--- config.mk ---
export PLATFORM = sky130hd
export DESIGN_NAME = exe_mem_stage_buf
export DESIGN_NICKNAME = d
export VERILOG_FILES = /design/src/rtl/exe_mem_stage_buf_pkg.sv /design/src/rtl/exe_mem_stage_buf_pipe_bundle_reg.sv /design/src/rtl/exe_mem_stage_buf.sv
export SDC_FILE = /design/constraint.sdc
export NUM_CORES = 1
export LEC_CHECK = 0
export BUFFER_PORTS_ARGS = -buffer_cell sky130_fd_sc_hd__buf_2
export CAP_MARGIN = 0
export CORE_UTILIZATION = 48
export CTS_BUF_LIST = sky130_fd_sc_hd__clkbuf_16
export CTS_CLUSTER_DIAMETER = 30
export DETAILED_ROUTE_END_ITERATION = 10
export PLACE_DENSITY = 0.8
export SYNTH_ARGS = -nofsm -noshare
export SYNTH_HDL_FRONTEND = slang
export SYNTH_SLANG_ARGS = --single-unit
--- constraint.sdc ---
create_clock -name clk -period 2.8 [get_ports clk]
set_clock_uncertainty 0.15 [all_clocks]
set_input_delay 0.28 -clock clk [delete_from_list [all_inputs] [get_ports clk]]
set_output_delay 0.28 -clock clk [all_outputs]
set_load 0.005 [all_outputs]
--- src/rtl/exe_mem_stage_buf_pkg.sv ---
// rtl/exe_mem_stage_buf_pkg.sv - shared types and defaults for the EXE/MEM stage buffer
// Depth option: define EXE_MEM_SKID_EN for a two-entry (head + skid) buffer.
package exe_mem_stage_buf_pkg;

  localparam int DEFAULT_DATA_W = 32;
  localparam int DEFAULT_DEST_W = 4;

  // Number of single-bit control fields at the top of every bundle.
  localparam int CTRL_W = 3;

  // Control bits, in the same MSB-first order as the flat bundle.
  typedef struct packed {
    logic wb_en;
    logic mem_r_en;
    logic mem_w_en;
  } ctrl_t;

  // Full bundle at default widths: {wb_en, mem_r_en, mem_w_en, alu_res, store_val, dest}.
  typedef struct packed {
    ctrl_t                      ctrl;
    logic [DEFAULT_DATA_W-1:0] alu_res;
    logic [DEFAULT_DATA_W-1:0] store_val;
    logic [DEFAULT_DEST_W-1:0] dest;
  } bundle_t;

  // Flat bundle width for arbitrary datapath/destination widths.
  function automatic int bundle_width(input int data_w, input int dest_w);
    return CTRL_W + 2 * data_w + dest_w;
  endfunction

endpackage

--- src/rtl/exe_mem_stage_buf_pipe_bundle_reg.sv ---
// rtl/exe_mem_stage_buf_pipe_bundle_reg.sv - enable-loaded bundle register with async reset
module pipe_bundle_reg #(
  parameter int WIDTH = 8
) (
  input  logic             clk,
  input  logic             rst,
  input  logic             load,
  input  logic [WIDTH-1:0] d,
  output logic [WIDTH-1:0] q
);

  logic [WIDTH-1:0] data_q;
  logic [WIDTH-1:0] data_d;

  // Next value: hold unless a load is requested.
  always_comb begin
    data_d = data_q;
    if (load) begin
      data_d = d;
    end
  end

  // Entry storage; cleared immediately on reset.
  always_ff @(posedge clk or posedge rst) begin
    if (rst) begin
      data_q <= '0;
    end else begin
      data_q <= data_d;
    end
  end

  assign q = data_q;

endmodule

--- src/rtl/exe_mem_stage_buf.sv ---
// rtl/exe_mem_stage_buf.sv - EXE to MEM pipeline buffer; EXE_MEM_SKID_EN adds a skid entry
module exe_mem_stage_buf
  import exe_mem_stage_buf_pkg::*;
#(
  parameter int DATA_W = DEFAULT_DATA_W,
  parameter int DEST_W = DEFAULT_DEST_W
) (
  input  logic              clk,
  input  logic              rst,
  input  logic              flush,
  input  logic              in_valid,
  output logic              in_ready,
  input  logic              in_wb_en,
  input  logic              in_mem_r_en,
  input  logic              in_mem_w_en,
  input  logic [DATA_W-1:0] in_alu_res,
  input  logic [DATA_W-1:0] in_store_val,
  input  logic [DEST_W-1:0] in_dest,
  output logic              out_valid,
  input  logic              out_ready,
  output logic              out_wb_en,
  output logic              out_mem_r_en,
  output logic              out_mem_w_en,
  output logic [DATA_W-1:0] out_alu_res,
  output logic [DATA_W-1:0] out_store_val,
  output logic [DEST_W-1:0] out_dest,
  output logic [1:0]        occupancy
);

  localparam int BW = bundle_width(DATA_W, DEST_W);

  logic [BW-1:0] in_bundle;
  logic [BW-1:0] head_bundle;
  logic [BW-1:0] head_src;
  logic          head_load;
  logic          head_valid_q;
  logic          head_valid_d;
  logic          push;
  logic          pop;
  ctrl_t         head_ctrl;

  assign in_bundle = {in_wb_en, in_mem_r_en, in_mem_w_en, in_alu_res, in_store_val, in_dest};

  // The head entry is always what MEM sees.
  pipe_bundle_reg #(.WIDTH(BW)) u_head (
    .clk  (clk),
    .rst  (rst),
    .load (head_load),
    .d    (head_src),
    .q    (head_bundle)
  );

`ifdef EXE_MEM_SKID_EN

  logic [BW-1:0] skid_bundle;
  logic          skid_load;
  logic          skid_valid_q;
  logic          skid_valid_d;
  logic          in_ready_q;
  logic          in_ready_d;

  // Second entry catches a push that arrives while the head is stalled.
  pipe_bundle_reg #(.WIDTH(BW)) u_skid (
    .clk  (clk),
    .rst  (rst),
    .load (skid_load),
    .d    (in_bundle),
    .q    (skid_bundle)
  );

  // in_ready is registered so out_ready never reaches it combinationally.
  assign in_ready  = in_ready_q;
  assign push      = in_valid && in_ready_q && !flush;
  assign pop       = head_valid_q && out_ready;
  assign occupancy = {skid_valid_q, head_valid_q & ~skid_valid_q};

  // Entry movement: skid refills the head on pop; a push goes to head if it frees up, else to skid.
  always_comb begin
    head_valid_d = head_valid_q;
    skid_valid_d = skid_valid_q;
    head_load    = 1'b0;
    skid_load    = 1'b0;
    head_src     = in_bundle;
    if (flush) begin
      head_valid_d = 1'b0;
      skid_valid_d = 1'b0;
    end else if (pop && skid_valid_q) begin
      // in_ready was low, so no push can coincide with this move.
      head_load    = 1'b1;
      head_src     = skid_bundle;
      skid_valid_d = 1'b0;
    end else if (push && (!head_valid_q || pop)) begin
      head_load    = 1'b1;
      head_valid_d = 1'b1;
    end else if (push) begin
      skid_load    = 1'b1;
      skid_valid_d = 1'b1;
    end else if (pop) begin
      head_valid_d = 1'b0;
    end
    in_ready_d = !skid_valid_d;
  end

  // Valid flags and registered ready; ready comes out of reset high.
  always_ff @(posedge clk or posedge rst) begin
    if (rst) begin
      head_valid_q <= 1'b0;
      skid_valid_q <= 1'b0;
      in_ready_q   <= 1'b1;
    end else begin
      head_valid_q <= head_valid_d;
      skid_valid_q <= skid_valid_d;
      in_ready_q   <= in_ready_d;
    end
  end

`else

  // Single entry: accept when empty or when the head drains this cycle.
  assign in_ready  = !head_valid_q || out_ready;
  assign push      = in_valid && in_ready && !flush;
  assign pop       = head_valid_q && out_ready;
  assign head_load = push;
  assign head_src  = in_bundle;
  assign occupancy = {1'b0, head_valid_q};

  // Head valid flag: flush wins, a push (with or without pop) refills, a lone pop empties.
  always_comb begin
    head_valid_d = head_valid_q;
    if (flush) begin
      head_valid_d = 1'b0;
    end else if (push) begin
      head_valid_d = 1'b1;
    end else if (pop) begin
      head_valid_d = 1'b0;
    end
  end

  // Head valid register.
  always_ff @(posedge clk or posedge rst) begin
    if (rst) begin
      head_valid_q <= 1'b0;
    end else begin
      head_valid_q <= head_valid_d;
    end
  end

`endif

  // Outputs come straight from the head register; enables are masked by valid.
  assign head_ctrl     = head_bundle[BW-1 -: CTRL_W];
  assign out_valid     = head_valid_q;
  assign out_wb_en     = head_ctrl.wb_en    & head_valid_q;
  assign out_mem_r_en  = head_ctrl.mem_r_en & head_valid_q;
  assign out_mem_w_en  = head_ctrl.mem_w_en & head_valid_q;
  assign out_alu_res   = head_bundle[2*DATA_W+DEST_W-1 -: DATA_W];
  assign out_store_val = head_bundle[DATA_W+DEST_W-1 -: DATA_W];
  assign out_dest      = head_bundle[DEST_W-1:0];

endmodule

==> impl_metrics.csv, run 1 <==
group,metric,value,unit
final_layout,instances_no_fill,421,
synth,yosysWarnings,0,
placement,hpwl,3.90,mm
route,viasPerCell,4.52,
floorplanning,core_area,0.00725,mm2
sta,slew_violations,0,
synth,syn_inst,231,
route,antenna_left,0,
clock_tree,clkSlewWorstSetupHoldPaths,60,ps
placement,io_buffers,149,
outcome,outcome,"finished, final reports clean",
placement,placed_cells,403,
sta,relSlewSlack,0.547,
sta,setup_ws,760,ps
clock_tree,clock_latency,320,ps
clock_tree,cts_resized,0,
synth,yosys-top-cells-area,"dfrtp_1 (50%), mux2_4 (29%), buf_4 (15%)",
worst_setup_path,start_kind,"input port",
sta,setup_tns,0,ps
final_layout,multi_input_area,0.00113,mm2
synth,yosysSeqAreaShare,0.499,
global_route,antenna_found_initial,0,
clock_tree,cts_root_buf,"clkbuf_16",
route,drt_iter0_drc,31,
clock_tree,cts_sinks,72,
final_layout,layout-drive-gt1-share,0.758,
power_and_ir_drop,fin_total_pwr,3.11,mW
synth,yosysTopAreaCell,"dfrtp_1",
job,drv_cap,0,
floorplanning,fp.dieH,88.7,um
worst_setup_path,end_kind,"register",
sta,finalHoldViolCount,0,
synth,async_reset_ff_frac,1.00,
sta,rsz0062_at_grt,"false",
route,routed_wl,5.62,mm
synth,synth.most_common_cell,"dfrtp_1",
power_and_ir_drop,p_leak,2.18,nW
power_and_ir_drop,ir_worst_vdd,0.000319,V
floorplanning,die_w,88.7,um
floorplanning,dieArea,0.00787,mm2
synth,synth_top_area_frac,0.499,
clock_tree,postCtsHoldBufs,2,
placement,placed_cell_area,0.00385,mm2
clock_tree,post-cts-setup-buffers,0,
placement,dp_slack,863,ps
worst_setup_path,crit_arrival,2100,ps
worst_setup_path,required,2860,ps
global_route,grt_pass1_wl,8.76,mm
synth,synth-edff-count,0,
sta,timing.final.crit_share,0.728,
floorplanning,start_util,0.497,
worst_setup_path,critical_path_class,"input port to register",
global_route,grt_pass1_vias,1911,
global_route,track_usage,0.149,
synth,synthesis.area,0.00361,mm2
sta,setup_viol,0,
synth,syn-num-nets,307,
final_layout,final-seq-area,0.00180,mm2
synth,syn_area_per_cell,15.6,um2
final_layout,postLayoutCoreUtil,0.578,
route,dr.pass1.iters,4,
route,vias,1904,
global_route,grt_max_degree,72,
clock_tree,cts_tree,"yes",
final_layout,diodes,0,
worst_setup_path,critPathMaxFanout,71,
clock_tree,htree_levels,3,
sta,timing.hold.ws,34.0,ps
final_layout,fillers,591,
final_layout,final_cell_area,0.00419,mm2
clock_tree,cts_buffers,9,
floorplanning,num_rows,31,
synth,synth-seq-cells,72,
global_route,grt-ovfl-total,0,
hold_path,min_path_type,"input port to register",
sta,period_needed,2040,ps
sta,worstMarginPinSlew,679,ps
route,wl_per_cell,13.4,um
synth,synthFlopType,"dfrtp_1",
sta,fmax,490,MHz
synth,yosysUniqueCellTypes,12,
final_layout,nets,393,
clock_tree,cts_buffer_depth,2,
floorplanning,ios,151,
route,drc,0,
final_layout,syn_to_final_growth,16.1,%
power_and_ir_drop,powerDensity,742,mW/mm2
synth,synthTopCellsByCount,"dfrtp_1 (72), buf_4 (70), mux2_4 (70)",
placement,place_congestion,0.683,
[power by group]
| part | switching (mW) | internal (mW) | total [mW] |
|---|---|---|---|
| logic | 0.198 | 0.403 | 0.602 |
| clock network | 0.413 | 0.780 | 1.19 |
| registers | 0.0961 | 1.22 | 1.31 |
| total | 0.707 | 2.40 | 3.11 |
[final timing paths]
path	start	end	slack, ps	cells past startpoint
max reg2reg	out_valid	u_head.q[21]	860	4
min in group asynchronous	rst	u_head.q[23]	490	3
min	in_store_val[5]	u_head.q[9]	30	2
max	flush	u_head.q[21]	760	5
min reg2reg	u_head.q[32]	u_head.q[32]	350	1
max in group asynchronous	rst	u_head.q[58]	1370	4
[cell families (layout without fill, tap and decap cells)]
| family | after synthesis | count (layout) | synth area share |
|---|---|---|---|
| flops | 72 | 72 | 0.499 |
| buf+inv | 80 | 171 | 0.190 |
| simple gates | 7 | 7 | 0.0156 |
| other cells | 1 | 1 | 0.00104 |
| mux | 71 | 71 | 0.294 |
[placed cells by master, fill, tap and decap left out, drive strengths merged]
cell type / netlist / final
and2: 3 / 3
dfrtp: 72 / 72
inv: 2 / 2
buf: 78 / 151
mux2: 71 / 71
bufinv: 0 / 2
nor2: 2 / 2
nor3b: 1 / 1
dlygate4sd3: 0 / 2
clkinv: 0 / 5
nor2b: 1 / 1
conb: 1 / 1
clkbuf: 0 / 9
[sequential cells by signal, indices dropped and copies added, names as in the netlist]
register and cells:
u_head.q 71, out_valid 1
[worst max-delay path: stages]
cell	delay, ps
dlygate4sd3_1	540
buf_2	150
nor3b_4	230
buf_12	430
mux2_2	390
[routing by layer]
metal | share of wire | vias up | global-route usage
met5 | 0 | - | 0
met3 | 0.078 | 8 | 0.0429
met2 | 0.48 | 92 | 0.264
li1 | - | 875 | -
met1 | 0.43 | 929 | 0.165
met4 | 0.014 | 0 | 0.0704
[cell type report]
| class | instances | area share |
|---|---|---|
| repair buffers | 153 | 0.192 |
| flip-flops and latches | 72 | 0.430 |
| inverters | 2 | 0.00179 |
| well taps | 99 | 0.0296 |
| clock inverters | 7 | 0.0230 |
| clock buffers | 9 | 0.0538 |
| multi-input cells | 79 | 0.269 |
Power figures use the tool's default switching activity.
==> run 2, diff against run 1 <==
clock period = 1.9 ns   (was 2.8 ns; I/O delays follow)
==> impl_metrics.csv, run 2 (synthesis results as in run 1) <==
group,metric,value,unit
final_layout,nets,474,
worst_setup_path,cpPeakStageDelay,540,ps
outcome,outcome,"finished, final reports clean",
clock_tree,post-cts-setup-buffers,0,
worst_setup_path,critPathMaxFanout,19,
final_layout,final_cell_mix,"buf_2 (149), dlygate4sd3_1 (74), dfrtp_1 (72), mux2_4 (70), clkbuf_16 (9)",
route,wl_per_cell,15.1,um
clock_tree,cts_buffers,9,
global_route,grt_pass1_wl,11.2,mm
worst_setup_path,worstSetupPathDepth,5,
global_route,grt_max_degree,48,
power_and_ir_drop,ir_worst_vdd,0.000507,V
global_route,antenna_found_initial,1,
sta,rsz0062_at_grt,"false",
clock_tree,clock_latency,320,ps
worst_setup_path,path_delay_family,"buffers and inverters",
route,drc,0,
worst_setup_path,critical_path_class,"input port to register",
placement,place_congestion,0.669,
worst_setup_path,ff2ff_path_depth,4,
placement,hpwl,4.58,mm
global_route,grt_pass1_vias,2284,
hold_path,min_path_type,"input port to asynchronous set/reset pin",
clock_tree,cts_resized,0,
floorplanning,ios,151,
clock_tree,cts_buffer_depth,2,
final_layout,fillers,496,
worst_setup_path,end_kind,"register",
clock_tree,cts_sinks,72,
clock_tree,clkSlewWorstSetupHoldPaths,60,ps
final_layout,final_cell_area,0.00501,mm2
route,vias,2207,
power_and_ir_drop,p_leak,2.52,nW
job,drv_cap,0,
placement,io_buffers,149,
sta,period_needed,1790,ps
final_layout,layout-drive-gt1-share,0.625,
final_layout,syn_to_final_growth,38.8,%
route,viasPerCell,4.39,
worst_setup_path,crit_chain,"dlygate4sd3_1 -> buf_2 -> nor3b_4 -> buf_4 -> mux2_4",
sta,setup_tns,0,ps
clock_tree,cts_root_buf,"clkbuf_16",
power_and_ir_drop,powerDensity,927,mW/mm2
worst_setup_path,r2r_end,"u_head.q[47]",
clock_tree,htree_levels,3,
placement,placed_cell_area,0.00397,mm2
worst_setup_path,required,1950,ps
floorplanning,core_area,0.00725,mm2
sta,finalHoldViolCount,0,
floorplanning,num_rows,31,
worst_setup_path,worstReg2RegStart,"out_valid",
sta,slew_violations,0,
route,routed_wl,7.61,mm
final_layout,largest_reg_flops,71,
final_layout,multi_input_area,0.00113,mm2
worst_setup_path,worst-path-buf-inv,3,
worst_setup_path,start_kind,"input port",
global_route,grt-ovfl-total,0,
worst_setup_path,crit_arrival,1850,ps
floorplanning,fp.dieH,88.7,um
final_layout,final-seq-area,0.00180,mm2
worst_setup_path,startpoint,"flush",
sta,relSlewSlack,0.612,
worst_setup_path,cp_slowest_cell,"dlygate4sd3_1",
final_layout,layout_commonest_cell,"buf_2",
clock_tree,cts_tree,"yes",
placement,placed_cells,412,
sta,timing.final.crit_share,0.943,
final_layout,instances_no_fill,503,
sta,fmax,558,MHz
sta,worstMarginPinSlew,582,ps
worst_setup_path,r2r_slack,160,ps
floorplanning,dieArea,0.00787,mm2
sta,setup_viol,0,
route,drt_iter0_drc,54,
floorplanning,die_w,88.7,um
global_route,track_usage,0.196,
worst_setup_path,worstSetupEndpoint,"u_head.q[47]",
floorplanning,start_util,0.497,
route,antenna_left,0,
route,dr.pass1.iters,4,
## run 2: final cells by class
class,count,area share
flip-flops and latches,72,0.360
clock inverters,7,0.0142
diodes,1,0.000500
multi-input cells,79,0.225
well taps,99,0.0247
repair buffers,234,0.328
inverters,2,0.00225
clock buffers,9,0.0450
## run 2: worst register-to-register path: stages, from the launching register on
cell and delay [ps]:
dfrtp_1 380, nor2b_4 140, nor3b_4 230, buf_4 370
mux2_4 340
## run 2: where the power goes
| part | leakage, nW | total, mW | internal (mW) | switching [mW] |
|---|---|---|---|---|
| logic | 1.53 | 1.06 | 0.716 | 0.341 |
| registers | 0.848 | 1.94 | 1.80 | 0.148 |
| clock network | 0.139 | 1.64 | 1.01 | 0.626 |
## run 2: stage by stage
step	hold slack, ps	utilization	total power [mW]	setup slack (ps)
after floorplan	106	-	2.81	273
after global placement	135	0.547	2.86	205
after detailed placement	145	0.547	2.89	154
after CTS	353	0.690	4.67	94.0
after global routing	367	0.690	4.88	67.5
final	352	0.691	4.64	108
## run 2: routing by layer
layer	wire length, um	share of wire	global-route usage
met1	3140	0.41	0.223
met3	399	0.052	0.0494
met2	3930	0.52	0.347
met4	142	0.019	0.0880
met5	0	0	0
## run 2: how the worst min path moves through the flow
| stage | start | cells past startpoint | slack [ps] | to |
|---|---|---|---|---|
| 5_1_grt | u_head.q[55] | 1 | 370 | u_head.q[55] |
| 6_report | rst | 4 | 350 | u_head.q[28] |
| 4_1_cts | rst | 4 | 350 | u_head.q[28] |
| 3_5_place_dp | rst | 3 | 140 | u_head.q[31] |
| 2_1_floorplan | flush | 1 | 110 | out_valid |
| 3_3_place_gp | rst | 3 | 130 | u_head.q[28] |
## run 2: repair_timing
item,CTS,global route
hold buffers,74,0
endpoints found under the hold margin,144,0
setup endpoints to repair,0,0
==> run 3, diff against run 2 <==
ABC_AREA = 1   (was unset)
CORE_UTILIZATION = 25   (was 48)
PLACE_DENSITY = unset   (was 0.8)
==> impl_metrics.csv, run 3 <==
group,metric,value,unit
route,met3_length,538,um
worst_setup_path,required,1960,ps
floorplanning,ios,151,
floorplanning,die_w,119,um
sta,slew_violations,0,
outcome,outcome,"finished, final reports clean",
synth,synth_top_area_frac,0.529,
clock_tree,clkSlewWorstSetupHoldPaths,50,ps
synth,synthTopCellsByCount,"nand2_1 (147), buf_4 (77), dfrtp_1 (72)",
synth,syn-num-nets,467,
floorplanning,dieArea,0.0141,mm2
power_and_ir_drop,ir_worst_vdd,0.000328,V
route,routed_wl,8.66,mm
floorplanning,core_area,0.0132,mm2
synth,yosysWarnings,0,
route,routed.top_layer,"met4",
clock_tree,cts_tree,"yes",
synth,syn_area_per_cell,8.71,um2
clock_tree,htree_levels,3,
clock_tree,cts_buffers,9,
sta,timing.hold.ws,218,ps
synth,yosysUniqueCellTypes,10,
worst_setup_path,crit_arrival,1650,ps
placement,hpwl,5.46,mm
final_layout,syn_to_final_growth,42.9,%
worst_setup_path,start_kind,"register",
global_route,antenna_found_initial,0,
final_layout,layout_commonest_cell,"buf_2",
synth,synth-seq-cells,72,
final_layout,diodes,0,
route,drt_iter0_drc,152,
floorplanning,num_rows,42,
clock_tree,post-cts-setup-buffers,0,
synth,yosysSeqAreaShare,0.529,
placement,io_buffers,149,
synth,yosysTopAreaCell,"dfrtp_1",
power_and_ir_drop,powerDensity,909,mW/mm2
synth,async_reset_ff_frac,1.00,
global_route,track_usage,0.130,
global_route,grt_max_degree,57,
sta,period_needed,1590,ps
route,antenna_left,0,
global_route,grt_pass1_vias,3043,
final_layout,nets,619,
clock_tree,postCtsHoldBufs,74,
clock_tree,cts_sinks,72,
synth,synthFlopType,"dfrtp_1",
synth,syn_inst,391,
clock_tree,cts_buffer_depth,2,
route,dr.pass1.iters,4,
clock_tree,cts_root_buf,"clkbuf_16",
worst_setup_path,critical_path_class,"register to register",
synth,synthesis.area,0.00340,mm2
synth,yosys-top-cells-area,"dfrtp_1 (53%), buf_4 (17%), nand2_1 (16%)",
floorplanning,start_util,0.257,
clock_tree,cts_resized,0,
final_layout,final_cell_mix,"buf_2 (149), nand2_1 (145), dlygate4sd3_1 (74), dfrtp_1 (72), nand3_1 (71)",
hold_path,min_path_type,"input port to register",
sta,rsz0062_at_grt,"false",
final_layout,layout-drive-gt1-share,0.325,
route,met2_length,4.28,mm
worst_setup_path,end_kind,"register",
route,wirelength_met1,3.63,mm
clock_tree,clock_latency,330,ps
sta,timing.final.crit_share,0.835,
sta,fmax,631,MHz
power_and_ir_drop,p_leak,2.68,nW
route,viasPerCell,4.11,
route,vias,2977,
sta,finalHoldViolCount,0,
placement,place_congestion,0.777,
synth,synth.most_common_cell,"nand2_1",
synth,synth-edff-count,0,
global_route,grt_pass1_wl,14.6,mm
worst_setup_path,critPathMaxFanout,12,
floorplanning,fp.dieH,119,um
final_layout,largest_reg_flops,71,
route,drc,0,
sta,setup_tns,0,ps
route,wl_per_cell,12.0,um
global_route,grt-ovfl-total,0,
job,drv_cap,0,
sta,setup_viol,0,
==> run 3: worst max-delay path, cell delays in order, from the launching register on <==
cell           delay [ps]
dfrtp_1               430
nand2_2               240
a21oi_1                90
dlygate4sd3_1         560
==> run 3: layout make-up <==
cell class,instances,area [um2]
repair buffers,233,1570
clock inverters,7,86.3
fillers,1339,8380
flip-flops and latches,72,1800
well taps,176,220
inverters,6,26.3
clock buffers,9,225
multi-input cells,221,932
==> run 3: cells by family after synthesis <==
| group | Yosys count | share of synthesized area |
|---|---|---|
| compound gates | 1 | 0.00147 |
| buf+inv | 98 | 0.198 |
| flops | 72 | 0.529 |
| other cells | 1 | 0.00110 |
| simple gates | 219 | 0.270 |
==> run 3: worst paths after layout <==
| check | startpoint | to | slack (ps) | cells after the start |
|---|---|---|---|---|
| max | out_valid | out_valid | 310 | 3 |
| min | out_ready | u_head.q[26] | 220 | 5 |
| max reg2reg | out_valid | out_valid | 310 | 3 |
| min reg2reg | u_head.q[37] | u_head.q[37] | 320 | 2 |
| max in group asynchronous | rst | u_head.q[27] | 850 | 4 |
| min in group asynchronous | rst | u_head.q[18] | 390 | 4 |
==> run 3: power by group <==
| group | total (mW) | switching (mW) | internal [mW] |
|---|---|---|---|
| logic | 0.785 | 0.375 | 0.410 |
| clock network | 1.76 | 0.622 | 1.14 |
| registers | 1.88 | 0.125 | 1.76 |
| total | 4.42 | 1.12 | 3.30 |
==> run 3: per-stage QoR <==
step | cell area (um2) | utilization | setup slack, ps | cells | total power [mW]
floorplan | 3410 | - | 707 | 391 | 2.48
global placement | 3810 | 0.288 | 489 | 634 | 2.55
detailed placement | 3810 | 0.288 | 387 | 634 | 2.57
CTS | 4870 | 0.367 | 300 | 724 | 4.51
global route | 4870 | 0.367 | 209 | 724 | 4.69
finish | 4870 | 0.367 | 314 | 724 | 4.42
==> run 3: routing by layer <==
metal  up-vias  global-route usage
li1       1459                   -
met1      1392               0.152
met2       108               0.217
met3        18              0.0372
met4         0              0.0649
met5         -                   0
